[config.mk]
export PLATFORM = sky130hd
export DESIGN_NAME = alu_result_buffer
export DESIGN_NICKNAME = d
export VERILOG_FILES = /design/src/rtl/alu_result_buffer_pkg.sv /design/src/rtl/alu_result_buffer_flag_gen.sv /design/src/rtl/alu_result_buffer.sv
export SDC_FILE = /design/constraint.sdc
export NUM_CORES = 1
export LEC_CHECK = 0
export ABC_AREA = 1
export BUFFER_PORTS_ARGS = -buffer_cell sky130_fd_sc_hd__buf_2
export CAP_MARGIN = 0
export CORE_MARGIN = 1
export CORE_UTILIZATION = 30
export DETAILED_ROUTE_END_ITERATION = 8
export PLACE_DENSITY = 0.55
export SLEW_MARGIN = 40
export SYNTH_ARGS = -nofsm -noshare
export SYNTH_HDL_FRONTEND = slang
export SYNTH_SLANG_ARGS = --single-unit
[constraint.sdc]
create_clock -name clk -period 4.1 [get_ports clk]
set_input_delay 0.205 -clock clk [delete_from_list [all_inputs] [get_ports clk]]
set_output_delay 0.205 -clock clk [all_outputs]
set_load 0.02 [all_outputs]
[src/rtl/alu_result_buffer_pkg.sv]
// Shared definitions for the ALU result buffer: op encodings, flag bit
// positions, buffer occupancy states and small helpers.
package alu_result_buffer_pkg;

    typedef enum logic [1:0] {
        OP_ADD  = 2'b00,
        OP_SUB  = 2'b01,
        OP_INC  = 2'b10,
        OP_PASS = 2'b11
    } op_e;

    localparam int FLAG_W = 4;
    localparam int FLAG_N = 3;
    localparam int FLAG_Z = 2;
    localparam int FLAG_C = 1;
    localparam int FLAG_V = 0;

    localparam logic [3:0] OVF_COUNT_MAX = 4'hF;

    typedef enum logic [1:0] {
        BUF_EMPTY   = 2'b00,
        BUF_PARTIAL = 2'b01,
        BUF_FULL    = 2'b10
    } buf_state_e;

    function automatic buf_state_e occupancy_state(input int occ, input int depth);
        buf_state_e st;
        if (occ == 0) begin
            st = BUF_EMPTY;
        end else if (occ >= depth) begin
            st = BUF_FULL;
        end else begin
            st = BUF_PARTIAL;
        end
        return st;
    endfunction

    function automatic logic [3:0] sat_inc(input logic [3:0] value);
        return (value == OVF_COUNT_MAX) ? value : value + 4'd1;
    endfunction

endpackage

[src/rtl/alu_result_buffer_flag_gen.sv]
// Combinational {N,Z,C,V} derivation from the arithmetic stage outputs;
// subtract reports carry as borrow, increment and pass never overflow.
module alu_flag_gen
    import alu_result_buffer_pkg::*;
#(
    parameter int WIDTH = 3
) (
    input  logic [WIDTH-1:0]  res,
    input  logic              cout,
    input  logic              neg,
    input  logic              ovf,
    input  logic [1:0]        op,
    output logic [FLAG_W-1:0] flags
);

    always_comb begin
        flags         = '0;
        flags[FLAG_N] = neg;
        flags[FLAG_Z] = (res == '0);
        case (op_e'(op))
            OP_ADD: begin
                flags[FLAG_C] = cout;
                flags[FLAG_V] = ovf;
            end
            OP_SUB: begin
                flags[FLAG_C] = ~cout;
                flags[FLAG_V] = ovf;
            end
            OP_INC: begin
                flags[FLAG_C] = cout;
            end
            OP_PASS: begin
                flags[FLAG_C] = 1'b0;
            end
            default: begin
                flags[FLAG_C] = 1'b0;
            end
        endcase
    end

endmodule

[src/rtl/alu_result_buffer.sv]
// FIFO of ALU results with flags captured at accept time, plus a sticky
// overflow indicator and a saturating overflow counter.
//
// state       | meaning
// ------------|---------------------------------------------
// BUF_EMPTY   | no entries; out_valid=0, outputs hold last pop
// BUF_PARTIAL | 1..DEPTH-1 entries; push and pop both allowed
// BUF_FULL    | DEPTH entries; in_ready=0, no pass-through
module alu_result_buffer
    import alu_result_buffer_pkg::*;
#(
    parameter int WIDTH = 3,
    parameter int DEPTH = 2
) (
    input  logic              clk,
    input  logic              rst,
    input  logic              in_valid,
    output logic              in_ready,
    input  logic [WIDTH-1:0]  res_in,
    input  logic              cout_in,
    input  logic              neg_in,
    input  logic              ovf_in,
    input  logic [1:0]        op_in,
    output logic              out_valid,
    input  logic              out_ready,
    output logic [WIDTH-1:0]  res_out,
    output logic [FLAG_W-1:0] flags_out,
    output logic              sticky_ovf,
    output logic [3:0]        ovf_count,
    input  logic              clr_sticky
);

    localparam int PW = $clog2(DEPTH);
    localparam int CW = PW + 1;

    buf_state_e        state_q;
    buf_state_e        state_d;
    logic [CW-1:0]     count_q;
    logic [CW-1:0]     count_d;
    logic [PW-1:0]     wptr_q;
    logic [PW-1:0]     rptr_q;

    logic [WIDTH-1:0]  mem_res   [DEPTH];
    logic [FLAG_W-1:0] mem_flags [DEPTH];
    logic [WIDTH-1:0]  last_res_q;
    logic [FLAG_W-1:0] last_flags_q;

    logic [FLAG_W-1:0] flags_new;
    logic              push;
    logic              pop;

    alu_flag_gen #(
        .WIDTH (WIDTH)
    ) u_flag_gen (
        .res   (res_in),
        .cout  (cout_in),
        .neg   (neg_in),
        .ovf   (ovf_in),
        .op    (op_in),
        .flags (flags_new)
    );

    // Handshakes look only at registered state, so a full buffer never
    // accepts in the same cycle it pops.
    assign in_ready  = (state_q != BUF_FULL);
    assign out_valid = (state_q != BUF_EMPTY);
    assign push      = in_valid & in_ready & ~rst;
    assign pop       = out_valid & out_ready & ~rst;

    always_comb begin
        count_d = count_q;
        case ({push, pop})
            2'b10:   count_d = count_q + CW'(1);
            2'b01:   count_d = count_q - CW'(1);
            default: count_d = count_q;
        endcase
        state_d = occupancy_state(int'(count_d), DEPTH);
    end

    always_ff @(posedge clk) begin
        if (rst) begin
            state_q      <= BUF_EMPTY;
            count_q      <= '0;
            wptr_q       <= '0;
            rptr_q       <= '0;
            last_res_q   <= '0;
            last_flags_q <= '0;
        end else begin
            state_q <= state_d;
            count_q <= count_d;
            if (push) begin
                wptr_q <= wptr_q + PW'(1);
            end
            if (pop) begin
                rptr_q       <= rptr_q + PW'(1);
                last_res_q   <= mem_res[rptr_q];
                last_flags_q <= mem_flags[rptr_q];
            end
        end
    end

    // Entry storage is never read while its slot is empty, so it needs no reset.
    always_ff @(posedge clk) begin
        if (push) begin
            mem_res[wptr_q]   <= res_in;
            mem_flags[wptr_q] <= flags_new;
        end
    end

    assign res_out   = out_valid ? mem_res[rptr_q]   : last_res_q;
    assign flags_out = out_valid ? mem_flags[rptr_q] : last_flags_q;

    // Clear takes priority over a same-cycle overflowing accept.
    always_ff @(posedge clk) begin
        if (rst || clr_sticky) begin
            sticky_ovf <= 1'b0;
            ovf_count  <= '0;
        end else if (push && flags_new[FLAG_V]) begin
            sticky_ovf <= 1'b1;
            ovf_count  <= sat_inc(ovf_count);
        end
    end

endmodule
==> out/results.tsv, run 1 <==
metric	value	unit
Post-synth top flop	dfxtp_1	
syn_nets	177	
Ports	27	
crit start category	flip-flop	
placed cell count	252	
Critical R2R Launch	state_q[1]$_SDFF_PP0_	
Area Overhead vs Synth	18.4	%
Yosys warning total	0	
Final Critical Period	1710	ps
FFs w/ async S/R, synth	0	
Final Hold Vio Count	0	
mux contribution to synthesized area	0.00662	
Buf+Inv Stages, Crit Path	3	
Post-synth EDFFs	14	
largest net degree at the start of global routing	14	
# Max-Cap Violations	0	
relative slew slack	0.564	
Clock Path Buffers	2	
wirelength, routed	2660	µm
leakage power	0.757	nW
Starting Density	0.316	
Hold Startpoint	neg_in	
Worst Tran Pin Value	652	ps
Post-CTS Hold Buffers	0	
CTS tree	built	
Worst EP required	4260	ps
maximum fanout along the worst path	13	
Seq pwr share	0.500	
Core Area	4790	µm²
Sum Neg Setup Slack	0	ps
ANT cells	0	
area of placed instances	1700	µm²
Synth Area in Compound Gates	0.128	
Clk Latency, worst-skew pair	290	ps
commonest non-fill, non-tap cell in the layout	nand2_1	
hold endpoint	mem_flags[1][3]$_DFFE_PP_	
Final Cell Area	1790	µm²
# rows	25	
Die Span Y	73.0	µm
crit path DAT	1870	ps
outcome	completed	
worst-path cell chain	nor2_2 > inv_4 > nand2_8 > nor2_4 > ha_1 > inv_1 > nand3_1 > xor2_1 > inv_1 > nor2_1	
Pint	0.524	mW
final core area utilization	0.374	
crit path capture type	flip-flop	
R2R setup slack	2390	ps
net count reported at finish	207	
global-route wire length before repair	4500	µm
family with the most delay on the worst path	simple AND/OR/NAND/NOR gates	
Syn Area/Cell	9.33	µm²
die area	5330	µm²
CTS root buf	clkbuf_8	
Critical Path Most Common Cell	inv_1	
FF-to-FF End	state_q[1]$_SDFF_PP0_	
post-CTS setup repair buffer count	0	
fin crit share	0.417	
Avg WL per Cell	10.2	µm
DRC	0	
adder-cell share of the synthesized area	0.0166	
First-pass DRT Iterations	4	
PD cells	418	nW/µm²
Simple-Gate Fraction of Synth Area	0.207	
Post-Layout Cell Count	260	
RSZ-0062 raised after global routing	false	
Peak VDD IR	163	µV
combinational power share	0.182	
overall routing resource usage	0.114	
initial antenna violation count	0	
HP Class	in -> reg	
FF+latch count, synth	33	
DIE WIDTH	73.0	µm
hpwl dp	2040	µm
vias in the first global route	999	
Unique masters post-synth	30	
Pins Over Slew Limit	0	
CP max stage delay	330	ps
R2R cell count	10	
Net Switching	0.225	mW
initial DRC count	46	
crit path launch	state_q[1]$_SDFF_PP0_	
synthesized instance count	162	
htree depth	2	
post-synthesis xor/xnor area fraction	0.0224	
mapped cell area	1510	µm²
Num CTS Buffers	5	
share of the yosys chip area belonging to registers	0.530	
most frequent cells in the layout	nand2_1, buf_2, inv_1	
largest family of logic cells by synthesized area	simple AND/OR/NAND/NOR gates	
Final setup viols	0	
routability cong.	0.808	
Clock Power Share	0.318	
WS Path Type	reg -> reg	
DR vias	1098	
Routed Antenna Nets	0	
port buffer count	26	
layout cells sized above 1	0.290	
remaining global-route overflow	0	
max frequency	585	MHz
number of gates resized after CTS	0	
Sw Ratio	0.300	
vias per cell	4.22	
Hold Path Cell Cnt	1	
clock sink count	33	
CP max stage cell	dfxtp_1	
final setup skew	7.70	ps
clk slew on worst S/H paths	70	ps
cells by family after synthesis:
family | Yosys count
adder cells (fa/ha/maj) | 2
AO/OA/AOI/OAI | 30
buffers and inverters | 31
AND/OR/NAND/NOR | 62
XOR/XNOR | 3
flip-flops | 33
multiplexers | 1
stage by stage:
step           setup slack (ps)  hold WS (ps)  power [mW]
2_1_floorplan              2590           304       0.483
3_3_place_gp               2430           398       0.520
3_5_place_dp               2380           400       0.520
4_1_cts                    2370          97.0       0.759
5_1_grt                    2200          92.4       0.790
6_report                   2390           106       0.748
power by group through the flow:
stage | Sequential, mW | Combinational, mW | Clock [mW]
6_report | 0.374 | 0.136 | 0.238
5_1_grt | 0.376 | 0.153 | 0.261
4_1_cts | 0.374 | 0.139 | 0.247
3_5_place_dp | 0.382 | 0.138 | 0
3_3_place_gp | 0.381 | 0.139 | 0
2_1_floorplan | 0.378 | 0.106 | 0
flip-flops by register name, indices dropped and copies added, names as in the netlist, named ones only:
signal and cells:
rptr_q 1, last_flags_q 4, count_q 2, last_res_q 3, mem_res 6, mem_flags 8
sticky_ovf 1, ovf_count 4, wptr_q 1, state_q 2
final cells by class:
type | instances | area [µm²]
flip-flops and latches | 33 | 801
inverters | 28 | 113
repair buffers | 26 | 130
clock inverters | 3 | 17.5
clock buffers | 5 | 68.8
well taps | 67 | 83.8
multi-input cells | 98 | 576
fillers | 486 | 3000
synthesized netlist by cell type (2+ instances only):
master    number  area [µm²]
nand2_1       32         120
inv_1         24        90.1
dfxtp_1       19         380
edfxtp_1      14         420
nor2_1        12        45.0
o21ai_0       10        50.1
a21oi_1        9        45.0
nand3_1        7        35.0
o21ai_2        4        35.0
buf_4          3        22.5
o31ai_2        3        37.5
ha_1           2        25.0
inv_2          2        7.51
nand3_2        2        20.0
nor2_2         2        12.5
o21ai_1        2        10.0
xor2_1         2        17.5
how the worst max path moves through the flow:
stage,cells past startpoint,slack [ps],endpoint
after floorplan,10,2590,count_q[1]$_SDFF_PP0_
after global placement,10,2430,state_q[1]$_SDFF_PP0_
after detailed placement,10,2380,count_q[1]$_SDFF_PP0_
after CTS,10,2370,count_q[1]$_SDFF_PP0_
after global routing,10,2200,state_q[1]$_SDFF_PP0_
final,10,2390,state_q[1]$_SDFF_PP0_
metal layers:
| metal | wire length, µm | up-vias | track usage |
|---|---|---|---|
| met4 | 73 | 0 | 0.0675 |
| met3 | 126 | 9 | 0.0401 |
| met5 | 0 | - | 0 |
| li1 | - | 579 | - |
| met1 | 1220 | 489 | 0.141 |
| met2 | 1240 | 21 | 0.171 |
(Power assumes the default switching activity.)
==> inputs of run 2 (changes only) <==
PLACE_DENSITY = 0.57   (was 0.55)
clock period = 1.4 ns   (was 4.1 ns; I/O delays follow)
==> run 2 against run 1 <==
Net effect: wire length is 2.7% higher; core utilization is 4.5 points higher; flip-flop and latch count stayed put; worst hold slack worse by 60 ps; critical path depth stayed put; fmax is 23% higher; highest routed layer unchanged.
==> out/results.tsv, run 2 (synthesis gave the netlist of run 1 again) <==
metric	value	unit	change
leakage power	0.859	nW	was 0.757 nW
crit path capture type	flip-flop		unchanged
Clock Power Share	0.300		was 0.318
Hold Startpoint	clr_sticky		was neg_in
routability cong.	0.712		was 0.808
filler cell count	488		was 486
Core Area	4790	µm²	unchanged
global-route wire length before repair	4600	µm	was 4500 µm
Final Critical Period	1390	ps	was 1710 ps
final setup skew	2.94	ps	was 7.70 ps
area of placed instances	1800	µm²	was 1700 µm²
largest net degree at the start of global routing	14		unchanged
maximum fanout along the worst path	3		was 13
Sw Ratio	0.296		was 0.300
crit path DAT	1560	ps	was 1870 ps
# rows	25		unchanged
port buffer count	26		unchanged
Net Switching	0.678	mW	was 0.225 mW
Largest Register	mem_flags		unchanged
Worst EP required	1580	ps	was 4260 ps
CTS root buf	clkbuf_8		unchanged
First-pass DRT Iterations	3		was 4
Final Hold Vio Count	0		unchanged
Num CTS Buffers	5		unchanged
RSZ-0062 raised after global routing	true		was false
hpwl dp	2060	µm	was 2040 µm
Pins Over Slew Limit	0		unchanged
# Max-Cap Violations	0		unchanged
wirelength, routed	2730	µm	was 2660 µm
most frequent cells in the layout	nand2_1, buf_2, inv_1		unchanged
DIE WIDTH	73.0	µm	unchanged
vias per cell	4.01		was 4.22
hold endpoint	ovf_count[0]$_SDFFE_PP0P_		was mem_flags[1][3]$_DFFE_PP_
Final Cell Area	2010	µm²	was 1790 µm²
clock sink count	33		unchanged
CTS tree	built		unchanged
final core area utilization	0.419		was 0.374
Peak VDD IR	636	µV	was 163 µV
outcome	completed		unchanged
PD cells	1140	nW/µm²	was 418 nW/µm²
R2R setup slack	10	ps	was 2390 ps
htree depth	2		unchanged
Seq pwr share	0.481		was 0.500
Clock Path Buffers	2		unchanged
Post-Layout Cell Count	278		was 260
layout cells sized above 1	0.384		was 0.290
placed cell count	261		was 252
net count reported at finish	225		was 207
Final setup viols	0		unchanged
DR vias	1116		was 1098
Hold Path Cell Cnt	4		was 1
R2R cell count	10		unchanged
final total power	2.29	mW	was 0.748 mW
Clk Latency, worst-skew pair	280	ps	was 290 ps
relative slew slack	0.836		was 0.564
Die Span Y	73.0	µm	unchanged
initial DRC count	15		was 46
max FFs per register	8		unchanged
die area	5330	µm²	unchanged
HP Class	in -> reg		unchanged
Area Overhead vs Synth	32.8	%	was 18.4%
crit start category	flip-flop		unchanged
clk slew on worst S/H paths	60	ps	was 70 ps
Routed Antenna Nets	0		unchanged
commonest non-fill, non-tap cell in the layout	nand2_1		unchanged
Avg WL per Cell	9.82	µm	was 10.2 µm
remaining global-route overflow	0		unchanged
overall routing resource usage	0.119		was 0.114
DRC	0		unchanged
Worst Tran Pin Value	245	ps	was 652 ps
ANT cells	0		unchanged
initial antenna violation count	0		unchanged
fin crit share	0.991		was 0.417
WS Path Type	reg -> reg		unchanged
FF-to-FF End	count_q[1]$_SDFF_PP0_		was state_q[1]$_SDFF_PP0_
max frequency	720	MHz	was 585 MHz
vias in the first global route	1024		was 999
biggest regs	mem_flags x8, mem_res x6		unchanged
Ports	27		unchanged
Starting Density	0.316		unchanged
Critical R2R Launch	state_q[1]$_SDFF_PP0_		unchanged
Pint	1.62	mW	was 0.524 mW
combinational power share	0.219		was 0.182
==> run 2: changes by cell type in the layout (fill, tap and decap cells not counted), sizes merged <==
cell and change:
dlygate4sd3 +4, buf +14
==> run 2: final cells by class <==
| cell class | count | area (µm²) | share of cell area |
|---|---|---|---|
| Sequential cell | 33 | 812 | 0.405 |
| Inverter | 28 | 113 | 0.0561 |
| Tap cell | 67 | 83.8 | 0.0418 |
| Clock inverter | 3 | 17.5 | 0.00873 |
| Timing Repair Buffer | 44 | 288 | 0.143 |
| Multi-Input combinational cell | 98 | 624 | 0.311 |
| Clock buffer | 5 | 68.8 | 0.0343 |
==> run 2: critical path: stages, from the launching register on <==
cell and delay [ps]:
dfxtp_4 360, nor2_4 130, inv_4 60, nand2_8 60, nor2_4 40, ha_4 210, inv_2 50, nand3_2 80
xor2_2 190, inv_1 70, nor2_1 40
==> run 2: power by group through the flow <==
| stage | clock [mW] | combinational (mW) | sequential, mW |
|---|---|---|---|
| final | 0.688 | 0.502 | 1.10 |
| after global routing | 0.776 | 0.553 | 1.11 |
| after CTS | 0.714 | 0.465 | 1.10 |
| after detailed placement | 0 | 0.452 | 1.12 |
| after global placement | 0 | 0.451 | 1.12 |
| after floorplan | 0 | 0.324 | 1.11 |
==> run 2: layer usage <==
layer	vias up	wire length, µm	GRT usage
li1	616	-	-
met1	477	1320	0.152
met2	16	1260	0.174
met3	7	85	0.0414
met4	0	63	0.0654
met5	-	0	0
==> run 2: per-stage QoR <==
step	setup slack [ps]	setup TNS [ps]	hold WS, ps
after CTS	-3.18	-3.18	44.4
after floorplan	-24.4	-48.7	169
after global placement	24.9	0	267
final	12.0	0	45.9
after detailed placement	-3.26	-3.26	268
after global routing	-68.1	-161	41.4
==> run 2: what timing repair did <==
action / in CTS / in global routing
setup buffers: 0 / 5
hold buffers: 4 / 0
pin swaps: 1 / 7
endpoints found under the hold margin: 8 / 0
setup endpoints to repair: 9 / 10
resized for setup: 4 / 15
==> run 2: worst max path at each step <==
| stage | startpoint | endpoint | slack (ps) | cells after the start |
|---|---|---|---|---|
| finish | state_q[1]$_SDFF_PP0_ | count_q[1]$_SDFF_PP0_ | 10 | 10 |
| global route | state_q[1]$_SDFF_PP0_ | count_q[1]$_SDFF_PP0_ | -70 | 10 |
| CTS | flip-flop | flags_out[3] | -3 | 4 |
| detailed placement | state_q[0]$_SDFF_PP0_ | count_q[1]$_SDFF_PP0_ | -3 | 10 |
| global placement | state_q[1]$_SDFF_PP0_ | state_q[1]$_SDFF_PP0_ | 20 | 10 |
| floorplan | state_q[1]$_SDFF_PP0_ | count_q[1]$_SDFF_PP0_ | -20 | 10 |
==> inputs of run 3 (changes only) <==
ABC_AREA = default   (was 1)
==> run 3 against run 2 <==
Net effect: the run now ends with negative setup slack left; combinational power decreased by 9.8%; clock-buffer cell count increased by 1; fmax decreased by 10%; critical endpoint is now state_q[0]$_SDFF_PP0_; largest power group unchanged; highest routed layer unchanged.
==> out/results.tsv, run 3 <==
metric	value	unit	change
Multi-input gate area	638	µm²	was 624 µm²
Net Switching	0.621	mW	was 0.678 mW
R2R setup slack	-140	ps	was 10 ps
Ports	27		unchanged
relative slew slack	0.810		was 0.836
mapped cell area	1420	µm²	was 1510 µm²
syn_nets	145		was 177
most common cell in the netlist	dfxtp_1		was nand2_1
Final Hold Vio Count	0		unchanged
met2 usage	0.194		was 0.174
CP max stage cell	dfxtp_2		was dfxtp_4
Post-synth top flop	dfxtp_1		unchanged
max FFs per register	8		unchanged
global-route wire length before repair	4800	µm	was 4600 µm
share of the yosys chip area belonging to registers	0.563		was 0.530
final worst slack	-144	ps	was 12.0 ps
Starting Density	0.320		was 0.316
met3 global-route usage	0.0342		was 0.0414
Critical R2R Launch	state_q[0]$_SDFF_PP0_		was state_q[1]$_SDFF_PP0_
DRC	0		unchanged
WS Path Type	reg -> reg		unchanged
Post-synth top cells	dfxtp_1, nor2_1, edfxtp_1, a21oi_1, mux2i_1		was nand2_1, inv_1, dfxtp_1, edfxtp_1, nor2_1
CTS root buf	clkbuf_8		unchanged
clk slew on worst S/H paths	70	ps	was 60 ps
CTS tree	built		unchanged
Clk Latency, worst-skew pair	280	ps	about the same
DR vias	1088		was 1116
crit path capture type	flip-flop		unchanged
initial DRC count	25		was 15
net count reported at finish	188		was 225
HP Class	in -> reg		unchanged
Final setup viols	10		was 0
combinational power share	0.204		was 0.219
Largest Register	mem_flags		unchanged
Routed Antenna Nets	0		unchanged
port buffer count	26		unchanged
PD cells	1180	nW/µm²	was 1140 nW/µm²
Unique masters post-synth	30		unchanged
crit start category	flip-flop		unchanged
hold endpoint	ovf_count[3]$_SDFFE_PP0P_		was ovf_count[0]$_SDFFE_PP0P_
Area Overhead vs Synth	32.7	%	was 32.8%
remaining global-route overflow	0		unchanged
leakage power	0.735	nW	was 0.859 nW
ANT cells	0		unchanged
FFs w/ async S/R, synth	0		unchanged
final core area utilization	0.425		was 0.419
Peak VDD IR	364	µV	was 636 µV
crit path DAT	1750	ps	was 1560 ps
commonest non-fill, non-tap cell in the layout	buf_2		was nand2_1
FF+latch count, synth	33		unchanged
filler cell count	419		was 488
hpwl dp	2060	µm	about the same
overall routing resource usage	0.125		was 0.119
Reg area	803	µm²	was 812 µm²
most frequent cells in the layout	buf_2, nor2_1, dfxtp_1		was nand2_1, buf_2, inv_1
Worst Tran Pin Value	278	ps	was 245 ps
wirelength, routed	2860	µm	was 2730 µm
htree depth	2		unchanged
Yosys warning total	0		unchanged
Die Span Y	70.8	µm	was 73.0 µm
largest net degree at the start of global routing	16		was 14
# rows	24		was 25
RSZ-0062 raised after global routing	true		unchanged
# Max-Cap Violations	0		unchanged
First-pass DRT Iterations	6		was 3
R2R cell count	7		was 10
DIE WIDTH	70.8	µm	was 73.0 µm
biggest regs	mem_flags x8, mem_res x6		unchanged
Post-synth EDFFs	14		unchanged
Syn Area/Cell	10.9	µm²	was 9.33 µm²
Worst EP required	1610	ps	was 1580 ps
Area contributors post-synth	edfxtp_1, dfxtp_1, mux2i_1, nor2_1, a21oi_1		was edfxtp_1, dfxtp_1, nand2_1, inv_1, o21ai_0
area share of the largest cell type after synthesis	0.296		was 0.278
worst slack at placement	-207	ps	was -3.26 ps
maximum fanout along the worst path	3		unchanged
initial antenna violation count	0		unchanged
Sw Ratio	0.279		was 0.296
post-synth top area cell	edfxtp_1		unchanged
vias in the first global route	1086		was 1024
final setup skew	4.03	ps	was 2.94 ps
Pint	1.60	mW	was 1.62 mW
Hold Path Cell Cnt	3		was 4
Hold Startpoint	clr_sticky		unchanged
Clock Power Share	0.304		was 0.300
FF-to-FF End	state_q[0]$_SDFF_PP0_		was count_q[1]$_SDFF_PP0_
placed cell count	210		was 261
grt met1 use	0.156		was 0.152
Pins Over Slew Limit	0		unchanged
max frequency	648	MHz	was 720 MHz
layout cells sized above 1	0.385		was 0.384
routability cong.	0.701		was 0.712
vias per cell	4.81		was 4.01
die area	5020	µm²	was 5330 µm²
outcome	complete, but fails checks		was completed
Avg WL per Cell	12.6	µm	was 9.82 µm
final total power	2.23	mW	was 2.29 mW
Final Critical Period	1540	ps	was 1390 ps
Clock Path Buffers	2		unchanged
CP max stage delay	320	ps	was 360 ps
Seq pwr share	0.493		was 0.481
fin crit share	1.10		was 0.991
Post-Layout Cell Count	226		was 278
synthesized instance count	130		was 162
Num CTS Buffers	5		unchanged
worst-path cell chain	and2b_4 > inv_2 > nand2_2 > ha_4 > or3_1 > a21o_1 > a21oi_1		was nor2_4 > inv_4 > nand2_8 > nor2_4 > ha_4 > inv_2 > nand3_2 > xor2_2 > inv_1 > nor2_1
failing checks	negative setup slack		
clock sink count	33		unchanged
gr busiest metal	met2		unchanged
Core Area	4440	µm²	was 4790 µm²
==> run 3: cell types whose count changed in the layout (fill, tap and decap cells not counted), moves of 5 or more <==
cell      before  now
inv_1         23    1
mux2i_1        0   10
o21ai_2        6    1
nor2_1        12   18
nand3_1        6    1
o21ai_1        7    0
nand2_1       31    4
a211oi_1       0    8
==> run 3: kinds of logic after synthesis <==
kind of cell,count (synthesis),share of synthesized area
DFF,33,0.563
and+or+nand+nor,45,0.170
adders and majority gates,2,0.0176
AOI/OAI and AO/OA,28,0.126
muxes,10,0.0704
xor gates and xnor gates,2,0.0123
buffers and inverters,10,0.0405
==> run 3: through the flow <==
step | setup TNS (ps) | hold slack (ps) | cell area [µm²]
floorplan | -1330 | 169 | 1430
global placement | -872 | 261 | 1640
detailed placement | -1280 | 263 | 1640
CTS | -792 | 62.1 | 1840
global route | -1780 | 80.8 | 1890
finish | -497 | 77.2 | 1890
==> run 3: layer usage <==
layer,share of wire,vias to the layer above
li1,-,552
met1,0.46,502
met2,0.48,30
met3,0.050,4
met4,0.0091,0
met5,0,-
==> run 3: critical path: cells and delay by family (launching register included) <==
family	cells	cell delay [ps]
AOI/OAI and AO/OA	2	280
adders and majority gates	1	210
buffers and inverters	1	40
DFF	1	320
and+or+nand+nor	3	630
==> run 3: timing repair <==
| action | 4_1_cts | 5_1_grt |
|---|---|---|
| setup buffers | 3 | 2 |
| endpoints found under the setup margin | 25 | 26 |
| endpoints found under the hold margin | 8 | 0 |
| hold buffers | 4 | 0 |
| pin swaps | 6 | 6 |
| resized for setup | 15 | 12 |
==> run 3: power by group through the flow <==
stage / Clock [mW] / Sequential [mW] / Combinational (mW)
floorplan: 0 / 1.10 / 0.294
global placement: 0 / 1.11 / 0.382
finish: 0.676 / 1.10 / 0.453
global route: 0.745 / 1.10 / 0.498
detailed placement: 0 / 1.11 / 0.394
CTS: 0.710 / 1.10 / 0.438
==> run 3: final cells by class <==
class / instances / area share
Sequential cell: 33 / 0.426
Multi-Input combinational cell: 87 / 0.338
Timing Repair Buffer: 43 / 0.149
Clock buffer: 6 / 0.0385
Tap cell: 52 / 0.0345
Inverter: 3 / 0.00862
Clock inverter: 2 / 0.00531
==> run 3: how the worst max path moves through the flow <==
stage                                      from               endpoint  slack, ps  cells after the start
after global placement    state_q[0]$_SDFF_PP0_  state_q[0]$_SDFF_PP0_       -140                      6
after CTS                 state_q[0]$_SDFF_PP0_  state_q[1]$_SDFF_PP0_       -160                      6
after detailed placement  state_q[0]$_SDFF_PP0_  state_q[0]$_SDFF_PP0_       -210                      6
final                     state_q[0]$_SDFF_PP0_  state_q[0]$_SDFF_PP0_       -140                      7
after global routing      state_q[0]$_SDFF_PP0_  state_q[0]$_SDFF_PP0_       -210                      7
after floorplan           state_q[0]$_SDFF_PP0_  state_q[0]$_SDFF_PP0_       -390                      8
